===== config.mk =====
export PLATFORM = sky130hd
export DESIGN_NAME = battery_f_sprite_fetch
export DESIGN_NICKNAME = d
export VERILOG_FILES = /design/src/rtl/battery_f_sprite_fetch.sv
export SDC_FILE = /design/constraint.sdc
export NUM_CORES = 1
export LEC_CHECK = 0
export CAP_MARGIN = 5
export CORE_MARGIN = 2
export CORE_UTILIZATION = 30
export DETAILED_ROUTE_END_ITERATION = 10
export MAX_ROUTING_LAYER = met4
export SYNTH_ARGS = -nofsm -noshare
export SYNTH_HDL_FRONTEND = slang
export SYNTH_SLANG_ARGS = --single-unit

===== constraint.sdc =====
create_clock -name Clk -period 2.5 [get_ports Clk]
set_input_delay 0.625 -clock Clk [delete_from_list [all_inputs] [get_ports Clk]]
set_output_delay 0.625 -clock Clk [all_outputs]
set_load 0.05 [all_outputs]

===== src/rtl/battery_f_sprite_fetch.sv =====
// ---------------------------------------------------------------------------
// battery_f_sprite_fetch
//
// Per-pixel sprite fetch stage for the flashing-battery pickup. For every
// pixel of the VGA stream it decides whether the pixel lies inside the
// battery's SPR_W x SPR_H bounding box and addresses the external synchronous
// sprite ROM. It then returns a latency-aligned palette index and hit flag to
// the palette lookup stage. Sprite position, presence and low-charge state are
// latched once per frame. A low charge makes the sprite blink with a
// half-period of BLINK_FRAMES frames.
//
// Ports
//   Clk          pixel clock
//   Reset_n      synchronous active-low reset
//   vsync_start  one-cycle start-of-frame pulse; loads the frame registers
//   pos_x/pos_y  sprite top-left corner (sampled on vsync_start)
//   enable       battery present (sampled on vsync_start)
//   low_charge   blink request (sampled on vsync_start)
//   pix_valid    draw_x/draw_y carry a real pixel this cycle
//   draw_x/y     current pixel coordinates
//   rom_addr     sprite ROM address (row-major, dy*SPR_W + dx)
//   rom_rd       ROM read strobe, high only for in-box visible pixels
//   rom_data     ROM output, valid one cycle after rom_addr
//   out_valid    output pixel slot valid (two cycles after the input)
//   out_hit      opaque sprite pixel
//   out_index    palette index, 0 whenever the pixel is not a sprite pixel
// ---------------------------------------------------------------------------
module battery_f_sprite_fetch #(
    parameter int SPR_W           = 32,
    parameter int SPR_H           = 32,
    parameter int ADDR_W          = 10,
    parameter int TRANSPARENT_IDX = 2,
    parameter int BLINK_FRAMES    = 30
) (
    input  logic              Clk,
    input  logic              Reset_n,
    input  logic              vsync_start,
    input  logic [9:0]        pos_x,
    input  logic [9:0]        pos_y,
    input  logic              enable,
    input  logic              low_charge,
    input  logic              pix_valid,
    input  logic [9:0]        draw_x,
    input  logic [9:0]        draw_y,
    output logic [ADDR_W-1:0] rom_addr,
    output logic              rom_rd,
    input  logic [3:0]        rom_data,
    output logic              out_valid,
    output logic              out_hit,
    output logic [3:0]        out_index
);

    localparam int XB     = $clog2(SPR_W);
    localparam int FCNT_W = (BLINK_FRAMES > 1) ? $clog2(BLINK_FRAMES) : 1;

    typedef enum logic {
        VISIBLE = 1'b0,
        HIDDEN  = 1'b1
    } blink_t;

    logic [9:0]        r_fx;
    logic [9:0]        r_fy;
    logic              r_fen;
    logic              r_flow;

    blink_t            r_state;
    blink_t            w_stateNext;
    logic [FCNT_W-1:0] r_fcnt;
    logic [FCNT_W-1:0] w_fcntNext;

    logic [10:0]       w_dx;
    logic [10:0]       w_dy;
    logic              w_inBox;
    logic              w_hit1;
    logic [ADDR_W-1:0] w_addr;

    logic [ADDR_W-1:0] r_romAddr;
    logic              r_romRd;
    logic              r_v1;
    logic              r_hit1;
    logic              r_v2;
    logic              r_hit2;
    logic              r_outValid;
    logic              r_outHit;
    logic [3:0]        r_outIndex;

    // Frame registers. They change only at the start of a frame, so the
    // pixel sampled alongside vsync_start still sees the previous frame's
    // position and flags.
    always_ff @(posedge Clk) begin
        if (!Reset_n) begin
            r_fx   <= '0;
            r_fy   <= '0;
            r_fen  <= 1'b0;
            r_flow <= 1'b0;
        end else if (vsync_start) begin
            r_fx   <= pos_x;
            r_fy   <= pos_y;
            r_fen  <= enable;
            r_flow <= low_charge;
        end
    end

    // Blink state register. It only moves on vsync_start, so visibility is
    // constant across a whole frame.
    always_ff @(posedge Clk) begin
        if (!Reset_n) begin
            r_state <= VISIBLE;
            r_fcnt  <= '0;
        end else begin
            r_state <= w_stateNext;
            r_fcnt  <= w_fcntNext;
        end
    end

    // Blink next-state logic. The incoming low_charge value decides the
    // behaviour, so the latching frame already counts as the first blink
    // frame. Dropping low_charge snaps straight back to VISIBLE.
    always_comb begin
        w_stateNext = r_state;
        w_fcntNext  = r_fcnt;
        if (vsync_start) begin
            if (!low_charge) begin
                w_stateNext = VISIBLE;
                w_fcntNext  = '0;
            end else if (r_fcnt == FCNT_W'(BLINK_FRAMES - 1)) begin
                w_fcntNext  = '0;
                w_stateNext = (r_state == VISIBLE) ? HIDDEN : VISIBLE;
            end else begin
                w_fcntNext  = r_fcnt + 1'b1;
            end
        end
    end

    // Box test. The differences are unsigned with one extra bit, so a pixel
    // left of or above the sprite wraps to a large value and fails the
    // range test. A sprite hanging off the 1023 edge is clipped rather than
    // aliased onto the opposite side of the screen.
    always_comb begin
        w_dx    = {1'b0, draw_x} - {1'b0, r_fx};
        w_dy    = {1'b0, draw_y} - {1'b0, r_fy};
        w_inBox = (w_dx < 11'(SPR_W)) && (w_dy < 11'(SPR_H));
        w_hit1  = pix_valid && r_fen && (r_state == VISIBLE) && w_inBox;
        w_addr  = {w_dy[ADDR_W-XB-1:0], w_dx[XB-1:0]};
    end

    // Stage 1: drive the ROM. Misses park the address at 0 and keep the
    // strobe low, so the ROM sees no activity for pixels outside the sprite.
    always_ff @(posedge Clk) begin
        if (!Reset_n) begin
            r_romAddr <= '0;
            r_romRd   <= 1'b0;
            r_v1      <= 1'b0;
            r_hit1    <= 1'b0;
        end else begin
            r_romAddr <= w_hit1 ? w_addr : '0;
            r_romRd   <= w_hit1;
            r_v1      <= pix_valid;
            r_hit1    <= w_hit1;
        end
    end

    // Stage 2: the ROM registers its address on this edge. Only the
    // qualifiers are delayed here to keep them aligned with rom_data.
    always_ff @(posedge Clk) begin
        if (!Reset_n) begin
            r_v2   <= 1'b0;
            r_hit2 <= 1'b0;
        end else begin
            r_v2   <= r_v1;
            r_hit2 <= r_hit1;
        end
    end

    // Stage 3: register the result. rom_data is masked with the delayed hit,
    // so leftover ROM output never leaks into bubbles or out-of-box pixels.
    // A transparent texel still reports its index but is not a hit.
    always_ff @(posedge Clk) begin
        if (!Reset_n) begin
            r_outValid <= 1'b0;
            r_outHit   <= 1'b0;
            r_outIndex <= '0;
        end else begin
            r_outValid <= r_v2;
            r_outHit   <= r_hit2 && (rom_data != 4'(TRANSPARENT_IDX));
            r_outIndex <= r_hit2 ? rom_data : 4'd0;
        end
    end

    assign rom_addr  = r_romAddr;
    assign rom_rd    = r_romRd;
    assign out_valid = r_outValid;
    assign out_hit   = r_outHit;
    assign out_index = r_outIndex;

endmodule


**After elaboration in Yosys (flattened, before gate mapping)**

Cells that the tools add are included.

- $lt $le $gt $ge: 2
- Eq/ne operators: 3
- Add/sub/neg operators: 3
- Reductions and logical operators: 8
- Muxes and demuxes: 5
- Bitwise logic cells: 1

Operators with widths:

| operator | count |
|---|---|
| $lt 11x6->1 const B | 2 |
| $sub 10x10->11 | 2 |
| $mux 5 | 2 |
| $reduce_and 2->1 | 3 |
| $add 5x1->5 const B | 1 |
| $eq 5x5->1 const B | 1 |
| $logic_and 1x1->1 | 5 |
| $ne 4x2->1 const B | 1 |
| $mux 1 | 3 |
| $ne 2x1->1 const B | 1 |
| $not 1->1 | 1 |

- Register bits: 47
- Output and inout bits: 17
- Bits of input ports: 50
- Word-level logic and storage cells: 35

**Depth between registers and ports, before layout**

Gate-level depths: netlist (run 1).

- Depth in word-level cells: 5
- Depth in mapped cells: 11

**Worst setup path before layout (run 1)**

Ideal clock, no wire load.

- Kind: input -> register
- Start: input port draw_y[0]
- End: register r_romAddr[1], in the netlist rom_addr[1]
- Library setup time: 0.087 ns
- Cell stages on the path: 11
- Data arrival time: 2.507 ns
- Required time: 2.413 ns
- Setup slack: -0.094 ns
- Cell sequence: inv_1 ha_1 fa_1 nor2b_1 o21ai_0 nand2b_1 a21oi_1 a2111oi_2 nand4_1 buf_6 nor4b_2

- Cells in the longest elaborated chain, start to end: 5

RTL lines:

| item | line | source |
|---|---|---|
| from (decl) | 44 | `input logic [9:0] draw_y,` |
| $sub 10x10->11 | 141 | `w_dy = {1'b0, draw_y} - {1'b0, r_fy};` |
| $lt 11x6->1 | 142 | `w_inBox = (w_dx < 11'(SPR_W)) && (w_dy < 11'(SPR_H));` |
| $logic_and 1x1->1 | 142 |  |
| $logic_and 1x1->1 | 143 | `w_hit1 = pix_valid && r_fen && (r_state == VISIBLE) && w_inBox;` |
| $reduce_and 2->1 (no source line) | - |  |
| to (signal assigned) | 156 | `r_romAddr <= w_hit1 ? w_addr : '0;` |
| to (decl) | 77 | `logic [ADDR_W-1:0] r_romAddr;` |

Every way passes these cells.
A chain may end at the register's enable or synchronous reset.

**Final worst setup path (run 1)**

- Start: input port draw_x[2]
- End: register r_romAddr[9], in the netlist rom_addr[9]

- Cells in the longest elaborated chain, start to end: 5

RTL lines:

| item | line | source |
|---|---|---|
| from (decl) | 43 | `input logic [9:0] draw_x,` |
| $sub 10x10->11 | 140 | `w_dx = {1'b0, draw_x} - {1'b0, r_fx};` |
| $lt 11x6->1 | 142 |  |
| $logic_and 1x1->1 | 142 |  |
| $logic_and 1x1->1 | 143 |  |
| $reduce_and 2->1 (no source line) | - |  |

Every way passes these cells.

==> results by group, run 1 <==
Clock tree
  • Clk buf depth: 2
  • CTS tree: done
  • Hold Buf Count CTS: 0
  • Clock Sinks: 47
  • Worst-skew pair later-pin latency: 300 ps
  • Clock H-tree levels: 2
  • CTS buffer count: 5
  • Clock transition at path regs: roughly 90 ps
  • CTS root buf: clkbuf_8

Placement
  • Post-Place Cell Area: between 3000 and 4000 um2
  • Port bufs: 66
  • Dpl ws: -681 ps
  • Detailed Place HPWL: between 5000 and 6000 um
  • Final weighted congestion in routability-driven placement: 0.832

Power and ir drop
  • Peak supply drop: approximately 0.23 mV
  • Power per Cell Area: 455 nW/um2
  • Total power draw: ~2.0 mW
  • Pleak: ~1.8 nW

Die
  • # IOs: 67
  • Die height: 100 um
  • Row count: 35
  • Die area: between 10000 and 15000 um2
  • Initial core utilization: 0.304
  • Die Wd: between 100 and 150 um
  • Total core area: between 9000 and 10000 um2

Drt
  • Drt drc: 0
  • Via/cell ratio: around 4.8
  • Wire per inst: between 10 and 15 um
  • Starting DRT DRC Count: between 90 and 100
  • Drt total wl: approximately 7200 um
  • Routed Antenna Nets: 0
  • Total number of vias: between 2000 and 3000
  • DRT Pass-1 Iters: 4

Synth
  • Synth Net Count: 375
  • Library cells used by synthesis: 58
  • Ys async rst share: 0
  • Avg Cell Area, Syn: around 9 um2
  • Flops & latches, synth: 47
  • Post-synthesis sequential area ratio: 0.340
  • Synthesized instance count: about 300
  • Ys Warns: 0
  • Synthesized area: 2770 um2
  • Top FF cell, synth: dfxtp_1
  • Post-synth EDFFs: 0

Final layout
  • Most common cell after layout, fill and taps aside: buf_4
  • Multi-input logic area: approximately 2000 um2
  • Fin area: roughly 4400 um2
  • P&R area growth vs syn: 59.4%
  • Number of diodes: 0
  • Storage element area: 945 um2
  • # fillers: ~850
  • Layout cells sized above 1: 0.330
  • Most frequent cells in the layout: 54 x buf_4, 48 x clkdlybuf4s50_1, 44 x dfxtp_1
  • # nets final: between 400 and 500

Global route
  • Gr ovfl total: 0
  • Global-route wire length before repair: roughly 12000 um
  • Maximum number of pins on one net before global-route repair: 32
  • Antenna violations before repair: 0
  • Vias in the first global route: between 2000 and 3000
  • Total Routing Usage GR: 0.152

Hold path
  • Hold path startpoint: r_v1$_SDFF_PN0_
  • Hold Crit Class: flop to flop

Run status
  • Status: finished, final reports clean

Timing
  • Final setup vio count: 0
  • Tcrit/Tclk final: 0.979
  • Worst-Margin Slew: between 500 and 600 ps
  • Final Hold Fails: 0
  • PnR worst setup slack: roughly 53 ps
  • F_max: around 0.41 GHz
  • Final Skew: a little under 6 ps
  • RSZ-0062 raised after global routing: true
  • Rel. slew slack: 0.662
  • Slew Limit Fails: 0
  • Setup TNS after final layout: 0 ps
  • Fin crit period: roughly 2400 ps

Setup path
  • Worst Path Max Fanout: 6
  • R2R setup slack: roughly 110 ps
  • Critical path data required time: 2730 ps
  • Setup crit end: rom_addr[9]$_SDFF_PN0_
  • Critical Path Start Type: input pin
  • CP Capture Type: flop
  • Worst Setup SP: draw_x[2]
  • Worst path arrival time: between 2000 and 3000 ps
  • Reg2Reg Launch Point: r_fx[6]$_SDFFE_PN0P_
  • Capturing point of the worst reg2reg path: rom_addr[9]$_SDFF_PN0_
  • Critical path class: input pin to flop
  • Reg2Reg Depth: 10

Run
  • Max-Cap Viols: 0
[synth_stat cells, types with 3 or more instances]
| cell type | n | area (um2) |
|---|---|---|
| dfxtp_1 | 47 | 941 |
| inv_1 | 29 | 109 |
| nor2b_1 | 25 | 156 |
| mux2i_1 | 24 | 240 |
| ha_1 | 22 | 275 |
| nand2_1 | 15 | 56.3 |
| nor2_1 | 13 | 48.8 |
| o21ai_0 | 10 | 50.1 |
| nor3_1 | 9 | 45.0 |
| a21oi_1 | 8 | 40.0 |
| a211oi_1 | 6 | 45.0 |
| nand4_1 | 6 | 37.5 |
| xnor2_1 | 6 | 52.6 |
| clkbuf_1 | 5 | 18.8 |
| nand2b_1 | 5 | 31.3 |
| and3_1 | 4 | 25.0 |
| nand3_1 | 4 | 20.0 |
| o21a_1 | 4 | 30.0 |
| and2_1 | 3 | 18.8 |
| nor4b_1 | 3 | 26.3 |
| nor4b_2 | 3 | 45.0 |
| xor2_1 | 3 | 26.3 |
[sequential cells by signal, indices dropped and copies added (netlist names)]
| name | count |
|---|---|
| r_v1 | 1 |
| r_fen | 1 |
| r_state | 1 |
| r_fy | 10 |
| out_hit | 1 |
| out_index | 4 |
| r_fcnt | 5 |
| r_hit2 | 1 |
| r_v2 | 1 |
| out_valid | 1 |
| r_fx | 10 |
| rom_addr | 10 |
| r_hit1 | 1 |
[worst max-delay path, stage by stage]
cell and delay (ps):
clkdlybuf4s15_1 210, ha_4 260, nor2b_2 170, o31a_4 310, nand3_2 60, nand4_1 110, a2111oi_2 290, nand4_1 210
buf_6 200, nor4b_4 230
[where the power goes]
part,total (mW),switching [mW],internal (mW)
logic,0.711,0.314,0.397
registers,0.790,0.0155,0.774
clock network,0.503,0.277,0.226
[layer usage]
metal  wire (um)  vias to the layer above  global-route usage
met2        3630                       52               0.260
met4         111                        0              0.0495
met5           0                        -                   -
met1        3220                     1179               0.185
met3         244                        9              0.0237
li1            -                     1298                   -
[final cells by class]
type                    count  area share
repair buffers            124       0.246
clock buffers               6      0.0187
well taps                 111      0.0315
multi-input cells         213       0.461
clock inverters             2     0.00369
inverters                  29      0.0253
flip-flops and latches     47       0.214
[metrics by stage]
stage	hold slack, ps	cells	utilization
floorplan	412	301	-
global placement	428	511	0.426
detailed placement	419	511	0.426
CTS	448	526	0.470
global route	469	532	0.484
finish	443	532	0.484
[kinds of logic after synthesis]
group / after synthesis / synth area share
simple gates: 106 / 0.237
compound gates: 49 / 0.125
flops: 47 / 0.340
buf+inv: 41 / 0.0647
mux: 25 / 0.0909
fa+ha+maj: 24 / 0.114
xor+xnor: 9 / 0.0285
[worst min-delay path by stage]
stage / endpoint / slack, ps / cells past startpoint
2_1_floorplan: out_valid$_SDFF_PN0_ / 410 / 1
3_3_place_gp: r_v2$_SDFF_PN0_ / 430 / 1
3_5_place_dp: out_valid$_SDFF_PN0_ / 420 / 1
4_1_cts: r_v2$_SDFF_PN0_ / 450 / 1
5_1_grt: r_v2$_SDFF_PN0_ / 470 / 1
6_report: r_v2$_SDFF_PN0_ / 440 / 1
[repair_timing]
item,CTS,global route
hold endpoints to repair,0,0
gates cloned,2,0
pin swaps,33,22
gates resized for setup,77,37
setup endpoints to repair,11,11
buffers inserted,5,6
No activity file was read; power rests on OpenSTA's default activity.
==> run 2: changes to the inputs <==
Settings changed: CAP_MARGIN 5 to 20, REMOVE_ABC_BUFFERS set to 1.
==> results by group, run 2 (same netlist as run 1, synthesis figures left out) <==
Clock tree
  • Clock transition at path regs: 90 ps (about the same)
  • CTS root buf: clkbuf_8 (unchanged)
  • Clock H-tree levels: 2 (unchanged)
  • Clock Sinks: 47 (unchanged)
  • Hold Buf Count CTS: 0 (unchanged)
  • Worst-skew pair later-pin latency: 300 ps (about the same)
  • Clk buf depth: 2 (unchanged)
  • CTS buffer count: 5 (unchanged)
  • CTS tree: done (unchanged)

Power and ir drop
  • Peak supply drop: 0.284 mV (was 0.234 mV)
  • Pleak: 1.79 nW (was 1.77 nW)
  • Power per Cell Area: 470 nW/um2 (was 455 nW/um2)
  • Total power draw: 2.11 mW (was 2.00 mW)

Timing
  • Fin crit period: 2460 ps (was 2450 ps)
  • Setup TNS after final layout: 0 ps (unchanged)
  • Tcrit/Tclk final: 0.985 (was 0.979)
  • Rel. slew slack: 0.661 (was 0.662)
  • F_max: 0.406 GHz (was 0.409 GHz)
  • RSZ-0062 raised after global routing: true (unchanged)
  • Final hold slack: 440 ps (was 443 ps)
  • Final setup vio count: 0 (unchanged)
  • PnR worst setup slack: 36.9 ps (was 53.2 ps)
  • Final Skew: 8.44 ps (was 5.88 ps)
  • Worst-Margin Slew: 508 ps (was 505 ps)
  • Slew Limit Fails: 0 (unchanged)
  • Final Hold Fails: 0 (unchanged)

Final layout
  • # nets final: 497 (was 494)
  • Number of diodes: 0 (unchanged)
  • Fin area: 4480 um2 (was 4410 um2)
  • Layout cells sized above 1: 0.349 (was 0.330)
  • Storage element area: 942 um2 (was 945 um2)
  • Final core occ: 0.492 (was 0.484)
  • Most frequent cells in the layout: 55 x buf_4, 48 x clkdlybuf4s50_1, 46 x dfxtp_1 (was 54 x buf_4, 48 x clkdlybuf4s50_1, 44 x dfxtp_1)
  • Most common cell after layout, fill and taps aside: buf_4 (unchanged)
  • P&R area growth vs syn: 62.0% (was 59.4%)
  • # fillers: 855 (was 846)
  • Final Non-Filler Cells: 535 (was 532)
  • Multi-input logic area: 2080 um2 (was 2030 um2)

Global route
  • Gr ovfl total: 0 (unchanged)
  • Antenna violations before repair: 0 (unchanged)
  • Total Routing Usage GR: 0.152 (about the same)
  • Global-route wire length before repair: 11900 um (was 11800 um)
  • Maximum number of pins on one net before global-route repair: 32 (unchanged)
  • Vias in the first global route: 2578 (was 2571)

Setup path
  • WP buf/inv: 2 (unchanged)
  • Reg2Reg Launch Point: r_fx[2]$_SDFFE_PN0P_ (was r_fx[6]$_SDFFE_PN0P_)
  • Worst path arrival time: 2660 ps (was 2670 ps)
  • CP Cell Sequence: clkdlybuf4s15_1 > ha_4 > nor2b_2 > o31a_4 > o21ai_2 > nand2b_1 > a41o_2 > a32oi_2 > buf_4 > nor3_1 (was clkdlybuf4s15_1 > ha_4 > nor2b_2 > o31a_4 > nand3_2 > nand4_1 > a2111oi_2 > nand4_1 > buf_6 > nor4b_4)
  • CP Capture Type: flop (unchanged)
  • CP max stage delay: 380 ps (was 310 ps)
  • Critical path data required time: 2690 ps (was 2730 ps)
  • Top delay family on crit path: compound AO/OA/AOI/OAI gates (was simple AND/OR/NAND/NOR gates)
  • Worst Path Max Fanout: 6 (unchanged)
  • Critical Path Start Type: input pin (unchanged)
  • Worst Setup SP: draw_x[2] (unchanged)
  • CP max-delay cell: o31a_4 (unchanged)
  • Critical path class: input pin to flop (unchanged)

Die
  • Die height: 100 um (unchanged)
  • Die area: 10000 um2 (unchanged)
  • Initial core utilization: 0.304 (unchanged)
  • Total core area: 9110 um2 (unchanged)
  • # IOs: 67 (unchanged)
  • Row count: 35 (unchanged)
  • Die Wd: 100 um (unchanged)

Placement
  • Detailed Place HPWL: 5070 um (was 5170 um)
  • Port bufs: 66 (unchanged)
  • Dpl ws: -823 ps (was -681 ps)
  • Dpl cells: 512 (was 511)
  • Post-Place Cell Area: 3850 um2 (was 3880 um2)
  • Final weighted congestion in routability-driven placement: 0.910 (was 0.832)

Drt
  • Routed Antenna Nets: 0 (unchanged)
  • Wire per inst: 13.8 um (was 13.5 um)
  • Drt total wl: 7390 um (was 7200 um)
  • Via/cell ratio: 4.76 (was 4.77)
  • DRT Pass-1 Iters: 4 (unchanged)
  • Total number of vias: 2545 (was 2538)
  • Starting DRT DRC Count: 73 (was 93)
  • Drt drc: 0 (unchanged)

Run
  • Max-Cap Viols: 0 (unchanged)

Run status
  • Status: finished, final reports clean (unchanged)

Hold path
  • Hold Crit Class: flop to flop (unchanged)
  • Hold path startpoint: r_v1$_SDFF_PN0_ (unchanged)
run 2: cell count changes in the layout (fill, tap and decap cells not counted), sizes merged:
cell and change:
buf +2, clkinvlp -1, bufinv +1, clkbuf +3, clkdlybuf4s15 -3, dlygate4sd2 +1
run 2: power by group:
| part | leakage (nW) | internal [mW] | switching, mW |
|---|---|---|---|
| clock network | 0.0612 | 0.324 | 0.260 |
| registers | 0.384 | 0.774 | 0.0151 |
| logic | 1.35 | 0.406 | 0.327 |
| total | 1.79 | 1.50 | 0.602 |
run 2: final timing paths:
| path | end | slack, ps | depth (start not counted) |
|---|---|---|---|
| worst max register to register | rom_addr[4]$_SDFF_PN0_ | 160 | 10 |
| worst max-delay path | rom_addr[4]$_SDFF_PN0_ | 40 | 10 |
| worst min register to register | r_v2$_SDFF_PN0_ | 440 | 1 |
| worst min-delay path | r_v2$_SDFF_PN0_ | 440 | 1 |
run 2: metal layers:
layer | global-route usage | share of wire
met1 | 0.194 | 0.47
met2 | 0.252 | 0.48
met3 | 0.0279 | 0.039
met4 | 0.0348 | 0.011
met5 | - | 0
run 2: final cells by class:
| type | instances | share of cell area |
|---|---|---|
| Inverter | 29 | 0.0249 |
| Sequential cell | 47 | 0.210 |
| Timing Repair Buffer | 127 | 0.244 |
| Clock inverter | 2 | 0.00782 |
| Multi-Input combinational cell | 213 | 0.463 |
| Clock buffer | 6 | 0.0184 |
| Tap cell | 111 | 0.0310 |
run 2: repair_timing:
action / CTS / global route
gates resized for setup: 86 / 37
cloned: 2 / 0
setup buffers: 13 / 2
setup endpoints to repair: 11 / 11
pin swaps: 37 / 23
==> edit (settings of run 1) <==
Take the reset off `r_romAddr` and load it in a clocked block of its own.
--- a/src/rtl/battery_f_sprite_fetch.sv
+++ b/src/rtl/battery_f_sprite_fetch.sv
@@ -148,16 +148,18 @@
     // strobe low, so the ROM sees no activity for pixels outside the sprite.
     always_ff @(posedge Clk) begin
         if (!Reset_n) begin
-            r_romAddr <= '0;
             r_romRd   <= 1'b0;
             r_v1      <= 1'b0;
             r_hit1    <= 1'b0;
         end else begin
-            r_romAddr <= w_hit1 ? w_addr : '0;
             r_romRd   <= w_hit1;
             r_v1      <= pix_valid;
             r_hit1    <= w_hit1;
         end
+    end
+
+    always_ff @(posedge Clk) begin
+        r_romAddr <= w_hit1 ? w_addr : '0;
     end
 
     // Stage 2: the ROM registers its address on this edge. Only the
Behaviour: differs if Reset_n is asserted again (counterexample within 4 cycles, from zero or initial values and one cycle with Reset_n low); with Reset_n held inactive, the same outputs for 10 cycles.
==> edit against run 1 <==
Setup slack gained 0.080 ns; register-to-register slack improved by 0.12 ns; power fell by 5.1%; via count is 13% lower; sequential cell count unchanged; non-clock buffer count decreased by 19; wire length fell by 14%; area after synthesis shrank 10%; count of clock-buffer cells in the layout fell by 1; cell area decreased by 11%; critical path depth rose by 2; largest power group unchanged; highest routed layer unchanged.
==> edit: results (changes against run 1) <==
Synthesis
  – Ys Warns: 0 (unchanged)
  – Post-synthesis async set-or-reset flop share: 0% (unchanged)
  – Post-synth top cells: 47 x dfxtp_1, 38 x nor2_1, 25 x inv_1 (was 47 x dfxtp_1, 29 x inv_1, 25 x nor2b_1)
  – Post-Synth Adder-Cell Area: 12.7% (was 11.4%)
  – Synth area leaders: dfxtp_1 38%, ha_1 11%, mux2i_1 8.9% (was dfxtp_1 34%, ha_1 10%, mux2i_1 8.7%)
  – Xor/xnor cell area share of the yosys netlist: 4.60% (was 2.85%)
  – Mux contribution to synthesized area: 8.90% (was 9.10%)
  – Synth cell types: 41 (was 58)
  – Synthesized Nets: 350 (was 375)
  – Top FF cell, synth: dfxtp_1 (unchanged)
  – Sequential-to-total area share from yosys stat: 38.0% (was 34.0%)
  – Compound-Gate Fraction of Synth Area: 10.6% (was 12.5%)

Detailed routing
  – Wire length per cell: 12.7 um (was 13.5 um)
  – DR iter-0 viols: 55 (was 93)
  – Pre-antenna DRT Iters: 4 (unchanged)
  – Vias per cell: 4.54 (was 4.77)

Global routing
  – First-pass GRT wire length: 9.69 mm (was 11.8 mm)
  – Vias in the first global route: 2151 (was 2571)
  – Largest net degree at the start of global routing: 30 (was 32)
  – All-Layer GR Usage: 14.2% (was 15.2%)
  – Initial antenna violation count: 0 (unchanged)

STA
  – Slew @ Worst Pin: 0.540 ns (was 0.505 ns)
  – Clk_skew: 0.0103 ns (was 0.00588 ns)
  – Slew Limit Fails: 0 (unchanged)

Power and ir drop
  – Lkg Pwr: 0.00164 uW (was 0.00177 uW)
  – Worst vdd ir: 0.228 mV (was 0.234 mV)

Clock tree
  – Total CTS buffers: 5 (unchanged)
  – CTS Buffer Depth: 2 (unchanged)
  – Clock slew at reported path FFs: 0.10 ns
  – H-tree depth: 2 (unchanged)
  – Clock latency at the later pin of the worst-skew pair: 0.31 ns
  – CTS root buf: clkbuf_8 (unchanged)

Setup path
  – Worst-path fanout max: 5 (was 6)
  – CP peak stage delay: 0.26 ns (was 0.31 ns)
  – Slowest-stage cell, CP: or2_4 (was o31a_4)
  – Worst EP arrival: 2.60 ns (was 2.67 ns)
  – Kind of cell adding the most delay to the critical path: compound AO/OA/AOI/OAI gates (was simple AND/OR/NAND/NOR gates)

Min path
  – Hold Crit Class: flip-flop to flip-flop (unchanged)

Cells and area
  – Layout cell share with drive strength beyond 1: 22.6% (was 33.0%)
  – ANT cells: 0 (unchanged)
  – Fillers: 774 (was 846)
  – NumNets Final: 454 (was 494)

Place
  – Input/output buffers: 66 (unchanged)
  – GPL Wtd Cong: 0.836 (was 0.832)
  – DP HPWL: 4.50 mm (was 5.17 mm)
  – Placement-stage cell area: 3510 sq um (was 3880 sq um)

Outcome
  – Status: finished, final reports clean (unchanged)
[edit: repair_timing]
| action | 4_1_cts | 5_1_grt |
|---|---|---|
| pin swaps | 20 | 30 |
| buffers inserted | 2 | 1 |
| endpoints found under the setup margin | 11 | 11 |
| hold endpoints to repair | 0 | 0 |
| gates resized for setup | 36 | 29 |
[edit: final timing paths]
check	cells after the start	slack [ns]	end	from
worst min register to register	1	0.44	out_valid	r_v2
worst min-delay path	1	0.44	out_valid	r_v2
worst max register to register	10	0.23	rom_addr[7]	r_fy[1]
worst max-delay path	12	0.13	rom_addr[7]	draw_y[0]
[edit: kinds of logic after synthesis]
kind of cell | Yosys count
AOI/OAI and AO/OA | 40
adders and majority gates | 24
muxes | 22
buffers and inverters | 33
xor gates and xnor gates | 13
and+or+nand+nor | 97
DFF | 47
[edit: layer usage]
layer	GRT usage [%]	wire, um	share of wire [%]
met4	3.62	66	1.1
met2	24.6	3020	49
met1	16.6	2820	46
met5	-	0	0
met3	3.19	271	4.4
[edit: cell type report]
type                    count  area (sq um)  area share (%)
multi-input cells         196          1670            42.6
repair buffers            105           978            24.9
flip-flops and latches     47           941            23.9
well taps                 105           131            3.34
inverters                  25          93.8            2.39
clock buffers               5          68.8            1.75
clock inverters             3          43.8            1.11
[edit: through the flow]
| step | utilization [%] | setup WS (ns) | instances |
|---|---|---|---|
| 5_1_grt | 48.6 | -0.00760 | 486 |
| 6_report | 48.6 | 0.133 | 486 |
| 3_3_place_gp | 43.4 | -0.619 | 475 |
| 4_1_cts | 46.8 | 0.00726 | 485 |
| 3_5_place_dp | 43.4 | -0.638 | 475 |
| 2_1_floorplan | - | 0.0118 | 276 |
[edit: report_power, final]
group          switching, uW  internal, uW
Combinational            243           296
Clock                    276           298
Sequential              13.9           773
Total                    533          1370
